==> src/rtl/rv32_mod_instruction_prefetch_if.sv <==
// Consumer-side queue head, flush/redirect and instruction-bus signals of the prefetch unit.
// The master modport is the prefetch unit's view; slave is the surrounding core/bus.
interface rv32_mod_instruction_prefetch_if #(
    parameter int DEPTH = 4
);
    logic                     flush;
    logic [31:0]              flush_addr;
    logic                     out_valid;
    logic                     out_ready;
    logic [31:0]              out_instr;
    logic [31:0]              out_addr;
    logic                     out_err;
    logic [$clog2(DEPTH):0]   count;
    logic                     instr_req;
    logic                     instr_ack;
    logic                     instr_err;
    logic [31:0]              instr_addr;
    logic [31:0]              instr_data_i;

    modport master (
        input  flush, flush_addr, out_ready, instr_ack, instr_err, instr_data_i,
        output out_valid, out_instr, out_addr, out_err, count, instr_req, instr_addr
    );

    modport slave (
        output flush, flush_addr, out_ready, instr_ack, instr_err, instr_data_i,
        input  out_valid, out_instr, out_addr, out_err, count, instr_req, instr_addr
    );
endinterface

==> src/rtl/rv32_mod_instruction_prefetch.sv <==
// Instruction prefetch queue: issues sequential word fetches on a req/ack bus and buffers
// {instr, addr, err} in a DEPTH-entry FIFO; flush redirects, a bus error halts fetching.
module rv32_mod_instruction_prefetch #(
    parameter int          DEPTH      = 4,
    parameter logic [31:0] INITIAL_PC = 32'h10000000
) (
    input  logic                              clk,
    input  logic                              reset,
    rv32_mod_instruction_prefetch_if.master   bus
);
    localparam int PW = $clog2(DEPTH);
    localparam int CW = PW + 1;
    localparam logic [CW-1:0] FULL = CW'(DEPTH);

    typedef enum logic [1:0] {IDLE, REQ, DRAIN, HALT} state_t;

    state_t        state, state_next;
    logic [31:0]   fetch_addr, fetch_addr_next;
    logic [31:0]   drain_addr, drain_addr_next;
    logic [PW-1:0] wr_ptr, rd_ptr;
    logic [CW-1:0] count, count_after_pop;
    logic          done, pop, push;

    logic [31:0]   mem_instr [DEPTH];
    logic [31:0]   mem_addr  [DEPTH];
    logic          mem_err   [DEPTH];

    // Redirect targets are word aligned, so the low flush_addr bits are never used.
    logic unused_flush_low;
    assign unused_flush_low = ^bus.flush_addr[1:0];

    assign done            = bus.instr_ack | bus.instr_err;
    assign pop             = (count != '0) && bus.out_ready && !bus.flush;
    assign count_after_pop = count - CW'(pop);

    always_comb begin
        state_next      = state;
        fetch_addr_next = fetch_addr;
        drain_addr_next = drain_addr;
        push            = 1'b0;
        case (state)
            IDLE: begin
                if (bus.flush || (count_after_pop < FULL))
                    state_next = REQ;
            end
            REQ: begin
                if (bus.flush) begin
                    // The old address must stay on the bus until its response arrives.
                    state_next      = done ? REQ : DRAIN;
                    drain_addr_next = fetch_addr;
                end else if (done) begin
                    push            = 1'b1;
                    fetch_addr_next = fetch_addr + 32'd4;
                    if (bus.instr_err)
                        state_next = HALT;
                    else if ((count_after_pop + CW'(1)) < FULL)
                        state_next = REQ;
                    else
                        state_next = IDLE;
                end
            end
            DRAIN: begin
                if (done)
                    state_next = REQ;
            end
            HALT: begin
                if (bus.flush)
                    state_next = REQ;
            end
            default: state_next = IDLE;
        endcase
        if (bus.flush)
            fetch_addr_next = {bus.flush_addr[31:2], 2'b00};
    end

    always_ff @(posedge clk) begin
        if (reset) begin
            state      <= IDLE;
            fetch_addr <= INITIAL_PC;
            drain_addr <= INITIAL_PC;
            wr_ptr     <= '0;
            rd_ptr     <= '0;
            count      <= '0;
        end else begin
            state      <= state_next;
            fetch_addr <= fetch_addr_next;
            drain_addr <= drain_addr_next;
            if (bus.flush) begin
                wr_ptr <= '0;
                rd_ptr <= '0;
                count  <= '0;
            end else begin
                if (push)
                    wr_ptr <= wr_ptr + PW'(1);
                if (pop)
                    rd_ptr <= rd_ptr + PW'(1);
                count <= count_after_pop + CW'(push);
            end
        end
    end

    always_ff @(posedge clk) begin
        if (push && !reset) begin
            mem_instr[wr_ptr] <= bus.instr_data_i;
            mem_addr[wr_ptr]  <= fetch_addr;
            mem_err[wr_ptr]   <= bus.instr_err;
        end
    end

    assign bus.out_valid  = (count != '0);
    assign bus.out_instr  = mem_instr[rd_ptr];
    assign bus.out_addr   = mem_addr[rd_ptr];
    assign bus.out_err    = mem_err[rd_ptr];
    assign bus.count      = count;
    assign bus.instr_req  = (state == REQ) || (state == DRAIN);
    assign bus.instr_addr = (state == DRAIN) ? drain_addr : fetch_addr;
endmodule

==> src/flat_wrapper.sv <==
// flat-port wrapper written by rule: the top's interface ports become plain ports
module rv32_mod_instruction_prefetch_flat 
#(
    parameter int          DEPTH      = 4,
    parameter logic [31:0] INITIAL_PC = 32'h10000000
)
  (clk, reset, bus_flush, bus_flush_addr, bus_out_ready, bus_instr_ack, bus_instr_err, bus_instr_data_i, bus_out_valid, bus_out_instr, bus_out_addr, bus_out_err, bus_count, bus_instr_req, bus_instr_addr);
  rv32_mod_instruction_prefetch_if #(.DEPTH(DEPTH)) bus_i ();
  input  logic clk;
  input  logic reset;
  input wire logic [$bits(bus_i.flush)-1:0] bus_flush;
  input wire logic [$bits(bus_i.flush_addr)-1:0] bus_flush_addr;
  input wire logic [$bits(bus_i.out_ready)-1:0] bus_out_ready;
  input wire logic [$bits(bus_i.instr_ack)-1:0] bus_instr_ack;
  input wire logic [$bits(bus_i.instr_err)-1:0] bus_instr_err;
  input wire logic [$bits(bus_i.instr_data_i)-1:0] bus_instr_data_i;
  output wire logic [$bits(bus_i.out_valid)-1:0] bus_out_valid;
  output wire logic [$bits(bus_i.out_instr)-1:0] bus_out_instr;
  output wire logic [$bits(bus_i.out_addr)-1:0] bus_out_addr;
  output wire logic [$bits(bus_i.out_err)-1:0] bus_out_err;
  output wire logic [$bits(bus_i.count)-1:0] bus_count;
  output wire logic [$bits(bus_i.instr_req)-1:0] bus_instr_req;
  output wire logic [$bits(bus_i.instr_addr)-1:0] bus_instr_addr;
  assign bus_i.flush = bus_flush;
  assign bus_i.flush_addr = bus_flush_addr;
  assign bus_i.out_ready = bus_out_ready;
  assign bus_i.instr_ack = bus_instr_ack;
  assign bus_i.instr_err = bus_instr_err;
  assign bus_i.instr_data_i = bus_instr_data_i;
  assign bus_out_valid = bus_i.out_valid;
  assign bus_out_instr = bus_i.out_instr;
  assign bus_out_addr = bus_i.out_addr;
  assign bus_out_err = bus_i.out_err;
  assign bus_count = bus_i.count;
  assign bus_instr_req = bus_i.instr_req;
  assign bus_instr_addr = bus_i.instr_addr;
  rv32_mod_instruction_prefetch #(.DEPTH(DEPTH), .INITIAL_PC(INITIAL_PC)) u_core (.clk(clk), .reset(reset), .bus(bus_i));
endmodule
==> config.mk <==
export PLATFORM = sky130hd
export DESIGN_NAME = rv32_mod_instruction_prefetch_flat
export DESIGN_NICKNAME = d
export VERILOG_FILES = /design/src/rtl/rv32_mod_instruction_prefetch_if.sv /design/src/rtl/rv32_mod_instruction_prefetch.sv /design/src/flat_wrapper.sv
export SDC_FILE = /design/constraint.sdc
export NUM_CORES = 1
export LEC_CHECK = 0
export CORE_ASPECT_RATIO = 0.8
export CORE_MARGIN = 3
export CORE_UTILIZATION = 40
export CTS_CLUSTER_SIZE = 14
export DETAILED_ROUTE_END_ITERATION = 12
export GPL_ROUTABILITY_DRIVEN = 0
export PLACE_DENSITY = 0.62
export SETUP_SLACK_MARGIN = 0.05
export SLEW_MARGIN = 20
export SYNTH_ARGS = -nofsm -noshare
export SYNTH_HDL_FRONTEND = slang
export SYNTH_SLANG_ARGS = --single-unit
export TNS_END_PERCENT = 10
==> constraint.sdc <==
create_clock -name clk -period 4.4 [get_ports clk]
set_input_delay 0.44 -clock clk [delete_from_list [all_inputs] [get_ports clk]]
set_output_delay 0.44 -clock clk [all_outputs]
set_load 0.02 [all_outputs]
==> impl_metrics.json, run 1 <==
{
  "regArea_um2": 9000,
  "max_freq_mhz": 306,
  "layout_commonest_cell": "edfxtp_1",
  "n_fill_cell": 2559,
  "layout.nets": 1033,
  "maxCapViolCount": 0,
  "place_inst": 1327,
  "synth_seq_area_share": 0.703,
  "portBuffers": 165,
  "first_global_vias": 7487,
  "crit_required_ns": 3.96,
  "slew_headroom": 0.315,
  "r2r_start": "u_core.state[1]$_SDFFE_PP0P_",
  "grt_pass1_wl_um": 44700,
  "drt_first_pass_iters": 4,
  "dr_total_vias": 7255,
  "insertedDiodeCount": 0,
  "crit_start": "u_core.state[0]$_SDFFE_PP0P_",
  "area_delta_synth_final_pct": 26.0,
  "fin_area_um2": 16100,
  "r2r-end": "u_core.mem_instr[1][11]$_DFFE_PP_",
  "min_period_over_period": 0.744,
  "final_cells": 1389,
  "slew_viol_final": 0,
  "layout_common_cells": "252 x edfxtp_1, 164 x clkdlybuf4s50_1, 89 x nand2_1",
  "intPower_mw": 5.34,
  "synth_cells": 781,
  "setup_tns_ns": 0,
  "fp.dieW_um": 206,
  "finClkSkew_ns": 0.0119,
  "drive_gt1_frac": 0.180,
  "place_area_um2": 14900,
  "hold_class": "primary input to flop",
  "timing.final.ws_setup_ns": 1.13,
  "cts_tree": "built",
  "max-vdd-ir-drop_uv": 228,
  "clock_path_buffers": 3,
  "grt_max_degree": 64,
  "ys_ff_latch": 323,
  "drt-total-wl_um": 28900,
  "setup_violations": 0,
  "postCtsHoldBufs": 0,
  "period_minus_slack_ns": 3.27,
  "hold_slack_ns": 0.355,
  "rrSetupSlack_ns": 1.85,
  "grt_usage": 0.170,
  "wl_per_cell_um": 20.8,
  "die-area_um2": 34200,
  "worst_pin_slew_ns": 1.03,
  "drt_iter0_drc": 453,
  "cts_root_buf": "clkbuf_16",
  "numClockSinks": 323,
  "outcome": "complete, no violations",
  "ff2ff_path_depth": 5,
  "antenna_left": 0,
  "yosys.cell_types.count": 49,
  "p_leak_nw": 5.16,
  "synth_ff_type": "edfxtp_1",
  "clkSlewWorstSetupHoldPaths_ns": 0.06,
  "hold_viol_final": 0,
  "grt_overflow_total": 0,
  "ys.warnings.count": 0,
  "cts_setup_buffers": 0,
  "total_power_mw": 6.74,
  "dp_hpwl_um": 17300,
  "rsz0062_at_grt": "false",
  "cts-buffers-inserted": 34,
  "syn_area_um2": 12800,
  "startpoint_type": "flop",
  "multi_input_area_um2": 3600,
  "setup.worst_path.end": "bus_instr_addr[24]",
  "async_flop_share": 0,
  "htreeDepth": 2,
  "clk_latency_ns": 0.50,
  "synth_edf_count": 252,
  "drcViolationCount": 0,
  "syn_area_per_cell_um2": 16.4,
  "endpoint_kind": "output pin",
  "grt_antenna_before_repair": 0,
  "seq_power_share": 0.504,
  "power_frac_clock": 0.437,
  "core_area_um2": 31000,
  "final_util": 0.521,
  "num_rows": 57,
  "start_util": 0.413,
  "p_sw_frac": 0.208,
  "power_switching_mw": 1.41,
  "io_pins": 172,
  "crit_fanout": 25,
  "powerDensity_nw_per_um2": 418,
  "combPwrFrac": 0.058,
  "die_y_um": 166,
  "vias_per_cell": 5.22,
  "crit_type": "flop to output pin",
  "ctsResizeCount": 0,
  "dp_slack_ns": 1.39,
  "worst_ep_arrival_time_ns": 2.83
}
-- cells by family after synthesis --
group,count (synthesis),synth area share
AOI/OAI and AO/OA,74,0.0348
other,1,0.000293
buffers and inverters,57,0.0187
muxes,95,0.139
and+or+nand+nor,186,0.0700
adders and majority gates,13,0.0127
xor gates and xnor gates,32,0.0219
DFF,323,0.703
-- critical path, cell delays in order, from the launching register on --
cell	delay, ns
dfxtp_1	0.33
inv_1	0.11
ha_1	0.42
buf_4	0.46
mux2_2	0.38
clkdlybuf4s50_1	0.61
-- power groups by stage --
stage	clock [mW]	sequential (mW)	combinational, mW
3_3_place_gp	0	3.46	0.395
3_5_place_dp	0	3.46	0.397
4_1_cts	3.03	3.40	0.399
2_1_floorplan	0	3.44	0.202
6_report	2.95	3.40	0.394
5_1_grt	3.16	3.41	0.425
-- Yosys cell counts, types with 2 or more instances --
library cell  count  share of area
o21ai_0           4         0.0016
xnor2_1          21          0.014
dfxtp_1          71           0.11
buf_4             4         0.0023
buf_2             7         0.0027
nand4_1          11         0.0054
clkbuf_1         28         0.0082
edfxtp_1        252           0.59
nor4_1            3         0.0015
mux2_2           30          0.026
and3_1            7         0.0034
buf_1             7         0.0021
a211oi_1         15         0.0088
ha_1             13          0.013
a21oi_1          46          0.018
and4_1            2         0.0014
nand2_1          89          0.026
nand3_1          12         0.0047
nor3_2            4         0.0031
or3_1             2        0.00098
xor2_1           11         0.0075
mux2i_1           2         0.0016
nor2_1           32         0.0094
mux4_2           63           0.11
and2_1            5         0.0024
nor3_1            8         0.0031
inv_1            10         0.0029
-- cell type report --
type                    instances  share of cell area
clock inverters                14              0.0113
repair buffers                177               0.112
clock buffers                  48              0.0613
multi-input cells             404               0.223
well taps                     413              0.0321
flip-flops and latches        323               0.558
inverters                      10             0.00233
-- registers in the layout, indices dropped and copies added, names as in the netlist, named ones only --
name               count
u_core.bus.count       3
u_core.wr_ptr          2
u_core.mem_err         4
u_core.rd_ptr          2
u_core.state           2
u_core.drain_addr     30
u_core.fetch_addr     30
u_core.mem_addr      120
u_core.mem_instr     128
-- per-layer routing --
metal,routed length (um),part of all wire,vias to the layer above,GRT usage
met5,0,0,-,0
met4,449,0.016,0,0.0383
met3,1740,0.060,38,0.0361
met2,13400,0.46,204,0.268
met1,13300,0.46,3669,0.246
li1,-,-,3344,-
-- worst min-delay path by stage --
stage | startpoint | end | slack (ns) | cells after the start
2_1_floorplan | u_core.drain_addr[10]$_SDFFE_PP0P_ | u_core.drain_addr[10]$_SDFFE_PP0P_ | 0.43 | 2
3_3_place_gp | u_core.drain_addr[21]$_SDFFE_PP0P_ | u_core.drain_addr[21]$_SDFFE_PP0P_ | 0.44 | 2
3_5_place_dp | u_core.drain_addr[31]$_SDFFE_PP0P_ | u_core.drain_addr[31]$_SDFFE_PP0P_ | 0.45 | 2
4_1_cts | reset | u_core.fetch_addr[28]$_SDFFE_PP1P_ | 0.34 | 3
5_1_grt | reset | u_core.fetch_addr[28]$_SDFFE_PP1P_ | 0.41 | 3
6_report | reset | u_core.fetch_addr[28]$_SDFFE_PP1P_ | 0.36 | 3
(Power assumes the default switching activity.)
==> inputs of run 2 (changes only) <==
- clock period: 4.4 -> 3.4 ns (I/O delays scaled with it)
==> impl_metrics.json, run 2 (synthesis results as in run 1) <==
{
  "portBuffers": 165,
  "cts_tree": "built",
  "hold_viol_final": 0,
  "start_util": 0.413,
  "critPathMaxStageDelay_ns": 0.71,
  "fp.dieW_um": 206,
  "die-area_um2": 34200,
  "clkSlewWorstSetupHoldPaths_ns": 0.06,
  "place_area_um2": 15100,
  "largest_registers": "u_core.mem_instr: 128 flops, u_core.mem_addr: 120 flops",
  "cts-buffers-inserted": 34,
  "min_period_over_period": 0.881,
  "crit_required_ns": 3.06,
  "core_area_um2": 31000,
  "grt_max_degree": 64,
  "vias_per_cell": 5.21,
  "drive_gt1_frac": 0.188,
  "clk_latency_ns": 0.50,
  "hold_class": "primary input to flop",
  "layout_commonest_cell": "edfxtp_1",
  "critical-path-slowest-cell": "dfxtp_4",
  "fin_area_um2": 16200,
  "worst_pin_slew_ns": 0.771,
  "period_minus_slack_ns": 2.99,
  "layout.nets": 1047,
  "layout_common_cells": "252 x edfxtp_1, 164 x clkdlybuf4s50_1, 89 x nand2_1",
  "num_rows": 57,
  "setup_violations": 0,
  "clock_path_buffers": 3,
  "top_register": "u_core.mem_instr",
  "io_pins": 172,
  "setup_tns_ns": 0,
  "endpoint_kind": "output pin",
  "cts_root_buf": "clkbuf_16",
  "htreeDepth": 2,
  "drt-total-wl_um": 29400,
  "r2r_start": "u_core.bus.count[1]$_SDFF_PP0_",
  "dr_total_vias": 7311,
  "hp-start": "reset",
  "max_freq_mhz": 334,
  "cts_setup_buffers": 0,
  "drt_first_pass_iters": 4,
  "maxCapViolCount": 0,
  "crit_fanout": 23,
  "wl_per_cell_um": 21.0,
  "finClkSkew_ns": 0.0131,
  "postCtsHoldBufs": 0,
  "busiest_layer": "met2",
  "grt_usage": 0.173,
  "grt_antenna_before_repair": 0,
  "ctsResizeCount": 0,
  "crit_type": "flop to output pin",
  "numClockSinks": 323,
  "rsz0062_at_grt": "false",
  "area_delta_synth_final_pct": 26.5,
  "outcome": "complete, no violations",
  "met2_usage": 0.273,
  "slew_viol_final": 0,
  "grt_pass1_wl_um": 45700,
  "die_y_um": 166,
  "max-vdd-ir-drop_uv": 264,
  "antenna_left": 0,
  "first_global_vias": 7539,
  "powerDensity_nw_per_um2": 530,
  "slew_headroom": 0.486,
  "met1_usage": 0.254,
  "drt_iter0_drc": 396,
  "worst_ep_arrival_time_ns": 2.65,
  "dp_hpwl_um": 18600,
  "final_util": 0.523,
  "n_fill_cell": 2578,
  "insertedDiodeCount": 0,
  "use_met3": 0.0325,
  "drcViolationCount": 0,
  "largest_reg_flops": 128,
  "path_cells": "buf_4 > mux4_2 > clkdlybuf4s50_1",
  "startpoint_type": "flop",
  "p_leak_nw": 5.23,
  "grt_overflow_total": 0
}
[run 2: changes by cell type in the layout (fill, tap and decap cells not counted), sizes merged]
cell / before / now
bufinv: 4 / 3
buf: 13 / 27
clkinvlp: 4 / 0
clkbuf: 48 / 45
clkinv: 6 / 14
[run 2: final timing paths]
| kind | end | slack [ns] | cells after the start |
|---|---|---|---|
| setup / recovery | bus_out_addr[23] | 0.41 | 3 |
| hold / removal | u_core.fetch_addr[28]$_SDFFE_PP1P_ | 0.27 | 3 |
| setup reg to reg | u_core.state[1]$_SDFFE_PP0P_ | 0.84 | 9 |
| hold reg to reg | u_core.drain_addr[6]$_SDFFE_PP0P_ | 0.45 | 2 |
[run 2: where the power goes]
group | internal [mW] | total, mW | leakage [nW] | switching [mW]
Combinational | 0.252 | 0.524 | 1.79 | 0.272
Clock | 2.23 | 3.66 | 0.552 | 1.43
Sequential | 4.32 | 4.39 | 2.89 | 0.0736
Total | 6.80 | 8.58 | 5.23 | 1.78
[run 2: layout make-up]
class | count | area [um^2] | area share
inverter | 10 | 37.5 | 0.00232
multi-input combinational | 404 | 3600 | 0.222
tap | 413 | 517 | 0.0319
clock buffer | 45 | 966 | 0.0597
sequential | 323 | 9000 | 0.556
timing repair buffer | 191 | 1920 | 0.118
clock inverter | 17 | 151 | 0.00936
[run 2: worst max-delay path, delay by kind of cell, from the launching register on]
family | cells | cell delay, ns
buffers and inverters | 2 | 0.92
muxes | 1 | 0.53
DFF | 1 | 0.71
[run 2: metal layers]
| metal | wire length, um | part of all wire |
|---|---|---|
| met3 | 1730 | 0.059 |
| met5 | 0 | 0 |
| met1 | 13600 | 0.46 |
| met2 | 13700 | 0.47 |
| met4 | 372 | 0.013 |
[run 2: through the flow]
| stage | std cells | power, mW | hold WS [ns] | worst slack (ns) |
|---|---|---|---|---|
| after floorplan | 784 | 4.72 | 0.433 | 0.316 |
| after global placement | 1341 | 5.00 | 0.439 | 0.750 |
| after detailed placement | 1341 | 5.00 | 0.443 | 0.701 |
| after CTS | 1403 | 8.69 | 0.252 | 0.333 |
| after global routing | 1403 | 8.90 | 0.284 | 0.245 |
| final | 1403 | 8.58 | 0.270 | 0.405 |
==> inputs of run 3 (changes only) <==
- CORE_UTILIZATION: 40 -> 36
- PLACE_DENSITY: 0.62 -> 0.57
- SLEW_MARGIN: 20 -> default
- clock period: 3.4 -> 3 ns (I/O delays scaled with it)
==> impl_metrics.json, run 3 (synthesis results as in run 1) <==
{
  "outcome": "complete, no violations",
  "crit_required_ns": 2.70,
  "grt_antenna_before_repair": 0,
  "largest_reg_flops": 128,
  "num_rows": 61,
  "layout_commonest_cell": "edfxtp_1",
  "layout.nets": 1053,
  "power_switching_mw": 2.06,
  "setup_tns_ns": 0,
  "cts_setup_buffers": 0,
  "top_layer_used": "met4",
  "largest_registers": "u_core.mem_instr: 128 flops, u_core.mem_addr: 120 flops",
  "clk_latency_ns": 0.52,
  "portBuffers": 165,
  "first_global_vias": 7353,
  "worst_ep_arrival_time_ns": 2.53,
  "startpoint_type": "flop",
  "drcViolationCount": 0,
  "r2r-end": "u_core.state[1]$_SDFFE_PP0P_",
  "grt_pass1_wl_um": 45700,
  "layout_common_cells": "252 x edfxtp_1, 164 x clkdlybuf4s50_1, 89 x nand2_1",
  "slew_viol_final": 0,
  "insertedDiodeCount": 0,
  "htreeDepth": 2,
  "die_y_um": 175,
  "top_register": "u_core.mem_instr",
  "wl_per_cell_um": 20.4,
  "clkSlewWorstSetupHoldPaths_ns": 0.06,
  "clock_path_buffers": 3,
  "period_minus_slack_ns": 2.83,
  "cts-buffers-inserted": 34,
  "slew_headroom": 0.496,
  "intPower_mw": 7.54,
  "cts_tree": "built",
  "drive_gt1_frac": 0.192,
  "p_sw_frac": 0.214,
  "drt_iter0_drc": 447,
  "dr_total_vias": 7264,
  "power_frac_clock": 0.418,
  "start_util": 0.367,
  "cts_root_buf": "clkbuf_16",
  "area_delta_synth_final_pct": 27.6,
  "wl_met2_um": 13400,
  "die-area_um2": 37800,
  "grt_usage": 0.158,
  "powerDensity_nw_per_um2": 588,
  "crit_fanout": 21,
  "rsz0062_at_grt": "false",
  "setup_violations": 0,
  "seq_power_share": 0.518,
  "worst_pin_slew_ns": 0.757,
  "routed-wl-met3_um": 1790,
  "endpoint_kind": "output pin",
  "maxCapViolCount": 0,
  "fin_area_um2": 16300,
  "min_period_over_period": 0.943,
  "ctsResizeCount": 0,
  "max_freq_mhz": 354,
  "postCtsHoldBufs": 0,
  "core_area_um2": 34900,
  "io_pins": 172,
  "hold_class": "primary input to flop",
  "drt-met1-wl_um": 14200,
  "setup.worst_path.end": "bus_instr_addr[22]",
  "ff2ff_path_depth": 9,
  "hold_viol_final": 0,
  "rrSetupSlack_ns": 0.42,
  "p_leak_nw": 5.25,
  "antenna_left": 0,
  "dp_hpwl_um": 19100,
  "crit_start": "u_core.state[0]$_SDFFE_PP0P_",
  "place_area_um2": 15300,
  "grt_overflow_total": 0,
  "vias_per_cell": 4.96,
  "combPwrFrac": 0.064,
  "grt_max_degree": 64,
  "r2r_start": "u_core.bus.count[1]$_SDFF_PP0_",
  "finClkSkew_ns": 0.0214,
  "drt_first_pass_iters": 4,
  "crit_type": "flop to output pin",
  "drt-total-wl_um": 29800,
  "fp.dieW_um": 217,
  "max-vdd-ir-drop_uv": 282,
  "numClockSinks": 323
}
-- run 3: metrics by stage --
| stage | std cells | hold slack, ns | setup slack [ns] | utilization | total power [mW] |
|---|---|---|---|---|---|
| 2_1_floorplan | 784 | 0.399 | -0.0842 | - | 5.34 |
| 3_3_place_gp | 1406 | 0.438 | 0.384 | 0.438 | 5.68 |
| 3_5_place_dp | 1406 | 0.443 | 0.371 | 0.438 | 5.68 |
| 4_1_cts | 1465 | 0.158 | 0.124 | 0.468 | 9.73 |
| 5_1_grt | 1465 | 0.215 | 0.0516 | 0.468 | 9.97 |
| 6_report | 1465 | 0.188 | 0.172 | 0.468 | 9.60 |
-- run 3: power groups by stage --
stage                     clock [mW]  sequential (mW)  combinational [mW]
after floorplan                    0             5.05               0.296
after global placement             0             5.06               0.617
after detailed placement           0             5.07               0.618
after CTS                       4.14             4.97               0.622
after global routing            4.33             4.98               0.661
final                           4.01             4.97               0.615
-- run 3: worst min path at each step --
stage / from / to / slack [ns] / depth (start not counted)
2_1_floorplan: bus_instr_err / u_core.mem_err[0]$_DFFE_PP_ / 0.40 / 0
3_3_place_gp: u_core.drain_addr[25]$_SDFFE_PP0P_ / u_core.drain_addr[25]$_SDFFE_PP0P_ / 0.44 / 2
5_1_grt: reset / u_core.fetch_addr[28]$_SDFFE_PP1P_ / 0.21 / 3
6_report: reset / u_core.fetch_addr[28]$_SDFFE_PP1P_ / 0.19 / 3
3_5_place_dp: u_core.drain_addr[9]$_SDFFE_PP0P_ / u_core.drain_addr[9]$_SDFFE_PP0P_ / 0.44 / 2
4_1_cts: reset / u_core.fetch_addr[28]$_SDFFE_PP1P_ / 0.16 / 3
-- run 3: area by class of cell --
cell class              count  area [um^2]
fillers                  3049        18600
flip-flops and latches    323         9000
multi-input cells         404         3600
repair buffers            197         2050
clock buffers              42          922
well taps                 472          591
clock inverters            17          135
inverters                  10         37.5
-- run 3: worst max-delay path: stages (launching register included) --
cell and delay [ns]:
dfxtp_1 0.32, inv_1 0.11, ha_1 0.24, buf_4 0.36, mux2_2 0.43, clkdlybuf4s50_1 0.55
-- run 3: layer usage --
metal / track usage / vias to the layer above
li1: - / 3383
met1: 0.234 / 3674
met2: 0.243 / 176
met3: 0.0325 / 31
met4: 0.0345 / 0
met5: 0 / -
